<file path="src/rtl/dmem_responder.sv">
// Data-memory responder: word RAM below IO_BASE plus an I/O window holding a
// TX FIFO (valid/ready drain), a STATUS register and an overflow counter.
module dmem_responder #(
  parameter int unsigned DEPTH      = 64,
  parameter int unsigned FIFO_DEPTH = 4,
  parameter logic [31:0] IO_BASE    = 32'h0000_1000
) (
  input  logic        clk,
  input  logic        reset,
  input  logic        MemWrite,
  input  logic [31:0] ALUResult,
  input  logic [31:0] WriteData,
  output logic [31:0] ReadData,
  output logic        IoValid,
  output logic [31:0] IoData,
  input  logic        IoReady
);

  localparam int unsigned AW = $clog2(DEPTH);
  localparam int unsigned PW = $clog2(FIFO_DEPTH);
  localparam int unsigned CW = PW + 1;

  localparam logic [29:0]   TX_W     = IO_BASE[31:2];
  localparam logic [29:0]   ST_W     = IO_BASE[31:2] + 30'd1;
  localparam logic [29:0]   CLR_W    = IO_BASE[31:2] + 30'd2;
  localparam logic [CW-1:0] FULL_CNT = CW'(FIFO_DEPTH);

  logic [31:0]   ram  [DEPTH];
  logic [31:0]   fifo [FIFO_DEPTH];
  logic [PW-1:0] rd_ptr, wr_ptr;
  logic [CW-1:0] count;
  logic [7:0]    ovf;

  logic [29:0] addr_w;
  logic        is_ram, is_tx, is_st, is_clr;
  logic        full, empty, pop, push_req, push, drop, ovf_clr;
  logic [31:0] status_word;

  // Word-granular decode; IO_BASE is 16-byte aligned so the low bits never matter.
  assign addr_w = ALUResult[31:2];
  assign is_ram = (ALUResult < IO_BASE);
  assign is_tx  = (addr_w == TX_W);
  assign is_st  = (addr_w == ST_W);
  assign is_clr = (addr_w == CLR_W);

  assign full     = (count == FULL_CNT);
  assign empty    = (count == '0);
  assign IoValid  = ~empty;
  assign IoData   = fifo[rd_ptr];
  assign pop      = IoValid & IoReady;
  assign push_req = MemWrite & is_tx;
  // A full FIFO still accepts a push when the head leaves in the same cycle.
  assign push     = push_req & (~full | pop);
  assign drop     = push_req & ~push;
  assign ovf_clr  = MemWrite & is_clr;

  assign status_word = {8'h00, ovf, 6'h00, empty, full, 8'(count)};

  always_comb begin
    ReadData = '0;
    if (is_ram) begin
      ReadData = ram[ALUResult[AW+1:2]];
    end else if (is_st) begin
      ReadData = status_word;
    end
  end

  always_ff @(posedge clk) begin
    if (MemWrite && is_ram) begin
      ram[ALUResult[AW+1:2]] <= WriteData;
    end
  end

  always_ff @(posedge clk) begin
    if (push) begin
      fifo[wr_ptr] <= WriteData;
    end
  end

  always_ff @(posedge clk or negedge reset) begin
    if (!reset) begin
      rd_ptr <= '0;
      wr_ptr <= '0;
      count  <= '0;
      ovf    <= '0;
    end else begin
      if (push) begin
        wr_ptr <= wr_ptr + PW'(1);
      end
      if (pop) begin
        rd_ptr <= rd_ptr + PW'(1);
      end
      case ({push, pop})
        2'b10:   count <= count + CW'(1);
        2'b01:   count <= count - CW'(1);
        default: count <= count;
      endcase
      if (ovf_clr) begin
        ovf <= '0;
      end else if (drop && (ovf != 8'hFF)) begin
        ovf <= ovf + 8'd1;
      end
    end
  end

endmodule

</file>
<file path="config.mk">
export PLATFORM = sky130hd
export DESIGN_NAME = dmem_responder
export DESIGN_NICKNAME = d
export VERILOG_FILES = /design/src/rtl/dmem_responder.sv
export SDC_FILE = /design/constraint.sdc
export NUM_CORES = 2
export LEC_CHECK = 0
export BUFFER_PORTS_ARGS = -buffer_cell sky130_fd_sc_hd__buf_4
export CAP_MARGIN = 30
export CELL_PAD_IN_SITES_DETAIL_PLACEMENT = 0
export CELL_PAD_IN_SITES_GLOBAL_PLACEMENT = 1
export CORE_MARGIN = 3
export CORE_UTILIZATION = 45
export DETAILED_ROUTE_END_ITERATION = 12
export GPL_TIMING_DRIVEN = 0
export PLACE_DENSITY_LB_ADDON = 0.1
export SYNTH_ARGS = -nofsm -noshare
export SYNTH_HDL_FRONTEND = slang
export SYNTH_SLANG_ARGS = --single-unit
</file>
<file path="constraint.sdc">
create_clock -name clk -period 2.4 [get_ports clk]
set_input_delay 0.24 -clock clk [delete_from_list [all_inputs] [get_ports clk]]
set_output_delay 0.24 -clock clk [all_outputs]
set_load 0.01 [all_outputs]
</file>
After elaboration in Yosys (flattened, before gate mapping)
Memories as Yosys holds them, arrays and structs flattened.
Cells that the tools add are included.

storage, ports and cells
  memories = 2
  memory bits (writable) = 2176
  input port bits = 68
  logic and storage cells = 42
  register bits = 15
  output and inout port bits = 65

operators by class
  eq/ne operators = 7
  bitwise operators = 9
  magnitude comparators = 1
  muxes and demuxes = 9
  reduce and logical (&&, ||, !) cells = 5
  add/sub/neg operators = 5

memory list
  name  depth  bits a word  read ports  clocked after memory_dff  wr ports  RTL line  source
  ram   64     32           1           0                         1         28        logic [31:0] ram [DEPTH];
  fifo  4      32           1           0                         1         29        logic [31:0] fifo [FIFO_DEPTH];

operators by type and width
  operator                                                       number
  == test 30 x 11 -> 1 bit (second input constant)               3
  less-than comparator 32 x 13 -> 1 bit (second input constant)  1
  2-to-1 mux 32 bit                                              1
  2-to-1 mux 24 bit                                              1
  2-to-1 mux 8 bit                                               2
  adder 8 x 1 -> 8 bit (second input constant)                   1
  inequality test 8 bit (second input constant)                  1
  one-hot mux 3 bit (2 select lines)                             1
  bitwise AND 1 bit                                              5
  adder 2 x 1 -> 2 bit (second input constant)                   2
  2-to-1 mux 1 bit                                               4
  nonzero test 2 bit                                             2
  adder 3 x 1 -> 3 bit (second input constant)                   1
  == test 3 bit (second input constant)                          1
  logical NOT 3 bit                                              1
  inverter 1 bit                                                 3
  subtractor 3 x 1 -> 3 bit (second input constant)              1
  == test 2 x 1 -> 1 bit (second input constant)                 1
  == test 2 bit (second input constant)                          1
  logical AND 1 bit                                              2
  OR 1 bit                                                       1

Logic depth before layout (Yosys ltp)
  word-level depth = 10
  gate-level depth with buffers = 11
  gate-level depth less buffers = 7

Least setup slack after synthesis
Ideal clock, no wire load.

  path type = in2reg
  start point = input port ALUResult[2]
  end point = memory ram[51][0], enable pin
  library setup time = 0.421 ns
  stages = 8
  slack = -0.954 ns
  path buffers = 6
  arrival = 2.932 ns
  required time = 1.979 ns
  path through = buf_6 buf_6 buf_6 buf_6 clkbuf_1 buf_2 nand4_1 nor2_1

between the ends
  word-level cells in the longest chain between the ends = 4

ends and longest elaborated chain
  element                                 RTL line  source
  start: declaration                      11        input logic [31:0] ALUResult,
  less-than comparator 32 x 13 -> 1 bit   41        assign is_ram = (ALUResult < IO_BASE);
  logical AND 1 bit                       69        if (MemWrite && is_ram) begin
  2-to-1 mux 1 bit                        69
  2-to-1 mux 1 bit (not written as such)  70        ram[ALUResult[AW+1:2]] <= WriteData;
  end: declaration                        28

Parallel ways exist; a longest one is shown, timed or not.

Worst setup path after layout
  start point = memory ram[57][1]
  end point = output port ReadData[1]

between the ends
  word-level cells in the longest chain between the ends = 2

ends and longest elaborated chain
  element                    RTL line  source
  memory read (64 x 32 bit)  --
  2-to-1 mux 32 bit          61        if (is_ram) begin
  end: declaration           13        output logic [31:0] ReadData,

Every way passes these cells.

==> metrics.yaml <==
fin_nets: 4577
drt_pre_antenna_iters: 6
synth_enable_flop_cells: 2176
synthCells: 3909
required_ns: 2.16
cts_max_path_buffers: 3
grt_pass1_wl_um: 372900
setup_violations: 238
core_area_um2: 186200
clk_latency_ns: 0.85
clkTransAtPathRegs_ns: 0.06
routed-via-count: 44070
finalCritPeriodShare: 1.366
cts_made_buffers: 225
ant_nets: 0
ys_types: 53
area_delta_synth_final_pct: 21.47
switchingPower_mw: 17.55
seqPwrFrac: 0.527
layout.cells.most_common_list: "edfxtp_1 (2176), mux4_2 (429), mux2i_1 (268)"
grt_usage: 0.2856
die_w_um: 439.6
cts-htree-levels: 4
cp.arrival_ns: 3.04
rsz0062_at_grt: "true"
startpoint_type: "register"
io_buffers: 127
final_cell_count_no_fill: 7168
fillers: 14170
slew_viol_final: 0
antenna_found_initial: 13
viasPerCell: 6.148
tightestPinTransition_ns: 1.072
p_int_mw: 62.27
dieArea_um2: 193200
worstSetupPathType: "register to output port"
vdd_drop_max_v: 0.0005797
status: "complete, but fails checks"
maxCapViolCount: 0
synth_warnings: 0
grt_max_degree: 69
period_needed_ns: 3.278
clockPowerShare: 0.417
synthesis.area_um2: 84580
overflow: 0
fmax_ghz: 0.3050
drc: 0
synth_flop_cell: "edfxtp_1"
dp_cells: 6608
ioPinCount: 133
layout_commonest_cell: "edfxtp_1"
wl_per_cell_um: 38.31
seq_area_frac_synth: 0.7769
initialDrtViolationCount: 5941
combPwrFrac: 0.056
finalHoldViolations: 0
cts-root-buf: "clkbuf_16"
maxSlewHeadroom: 0.2851
routabilityCongestion: 0.9142
hp-class: "primary input to register"
hpwl_um: 178800
tritoncts: "yes"
fp.dieH_um: 439.6
cp-end-kind: "output port"
violations: "negative setup slack"
fin_util: 0.5517
grt_pass1_vias: 43320
ys_async_sr_fraction: 0.006846
powerDensity_nw_per_um2: 776.9
cts_sinks: 2191
skew_ns: 0.02007
start_util: 0.4542
finalWorstSetupSlack_ns: -0.8784
cp_max_fo: 1
drive_gt1_frac: 0.3487
rows: 158
switching_share: 0.2199
power_leakage_nw: 32.74
syn_area_per_cell_um2: 21.64
syn-num-nets: 3983
wl_um: 274600
synth-seq-cells: 2191
## synthesized netlist by cell type, types with 2 or more instances
master     number  share of area
a21oi_1        34         0.0020
a221oi_1       25         0.0026
ha_1            5        0.00074
or3_1           4        0.00030
mux2_2         47         0.0063
o2111a_1        5        0.00067
nand4_1         9        0.00067
xnor2_1         5        0.00052
a22o_1         10         0.0010
a22oi_1       109         0.0097
o21ai_1        10        0.00059
o22ai_1        22         0.0016
nor3_2          2        0.00024
clkbuf_1       56         0.0025
nand2b_1       17         0.0013
a2111oi_0      23         0.0024
mux2i_1       307          0.036
and3_1          6        0.00044
buf_6          21         0.0028
a211oi_1       24         0.0021
buf_8           2        0.00036
nor3_1          7        0.00041
nor2b_1        37         0.0027
nor2_1        108         0.0048
or2_2           2        0.00015
o211ai_1       11        0.00098
buf_1          18        0.00080
o31ai_1         3        0.00027
o2111ai_1      11         0.0011
edfxtp_1     2176           0.77
and2_1          6        0.00044
nor4_1          6        0.00044
o21ai_0        41         0.0024
buf_2          82         0.0049
buf_4          42         0.0037
nand2_1        85         0.0038
dfrtp_1        15         0.0044
nor4b_2         2        0.00036
inv_1           3        0.00013
nand3_1        21         0.0012
a31oi_1        46         0.0034
mux4_2        429           0.11
and4_1          5        0.00052
## power by group through the flow
stage / logic (mW) / clock network, mW / registers [mW]
final: 4.48 / 33.3 / 42.1
after global routing: 4.63 / 35.2 / 42.0
after CTS: 4.35 / 33.8 / 42.1
after detailed placement: 3.94 / 0 / 42.9
after global placement: 3.85 / 0 / 42.9
after floorplan: 1.80 / 0 / 42.9
## registers in the layout (all words and copies together) (netlist names)
register  count
count         3
ram        2048
wr_ptr        2
rd_ptr        2
fifo        128
ovf           8
## cells by family (layout without fill, tap and decap cells)
group                      after synthesis  in the layout  synth area share
other                                    0              5                 0
buffers and inverters                  225            997           0.01519
DFF                                   2191           2191            0.7769
muxes                                  784            784            0.1570
adders and majority gates                6              6         0.0009763
AOI/OAI and AO/OA                      378            378           0.03132
and+or+nand+nor                        320            322           0.01806
xor gates and xnor gates                 5              5         0.0005177
## path summary, 6_finish.rpt
path                                 startpoint               endpoint  slack, ns  depth (start not counted)
max                        ram[57][1]$_DFFE_PP_            ReadData[1]      -0.88                          7
max reg2reg                count[0]$_DFFE_PN0P_     ovf[6]$_DFFE_PN0P_       0.02                          6
max in group asynchronous                 reset     ovf[5]$_DFFE_PN0P_       1.70                          4
min in group asynchronous                 reset  rd_ptr[1]$_DFFE_PN0P_       0.29                          3
min reg2reg                  ovf[7]$_DFFE_PN0P_     ovf[7]$_DFFE_PN0P_       0.53                          1
min                               WriteData[17]  ram[37][17]$_DFFE_PP_       0.01                          1
## metrics by stage
step / setup slack [ns] / cell area (µm²) / TNS [ns] / power (mW) / hold slack, ns
after floorplan: -0.5000 / 84960 / -907.50 / 44.67 / -0.05559
after global placement: -3.517 / 89020 / -6182.10 / 46.72 / 0.1438
after detailed placement: -2.583 / 91010 / -3797.05 / 46.82 / 0.1450
after CTS: -0.8860 / 101900 / -30.55 / 80.18 / 0.006226
after global routing: -0.8974 / 102700 / -32.56 / 81.92 / 0.02767
final: -0.8784 / 102700 / -30.44 / 79.83 / 0.01082
## layout make-up
type | instances | area, µm² | share of cell area
Antenna cell | 5 | 12.51 | 0.0001218
Tap cell | 2480 | 3103 | 0.03020
Clock buffer | 285 | 5962 | 0.05803
Inverter | 4 | 17.52 | 0.0001705
Clock inverter | 122 | 942.2 | 0.009170
Sequential cell | 2191 | 65720 | 0.6396
Multi-Input combinational cell | 1495 | 20310 | 0.1977
Buffer | 216 | 1836 | 0.01786
Timing Repair Buffer | 370 | 4840 | 0.04710
## routing by layer
metal	track usage	share of wire	vias up
li1	-	-	17710
met1	0.4029	0.41	23890
met2	0.4369	0.46	2045
met3	0.05545	0.080	428
met4	0.1224	0.051	0
met5	0	0	-
## critical path, cell delays in order, from the launching register on
cell,delay (ns)
edfxtp_1,0.33
nor2b_4,0.13
a211oi_2,0.05
a2111oi_4,0.70
a31oi_2,0.12
and4_4,0.26
a31oi_4,0.41
buf_6,0.16
## what timing repair did
action | CTS | global route
cloned | 4 | 1
setup buffers | 109 | 15
resized for setup | 584 | 91
hold buffers | 16 | 5
endpoints found under the setup margin | 2243 | 331
pin swaps | 130 | 45
hold endpoints to repair | 290 | 113
Note: power is estimated with default switching activity, not from simulation.
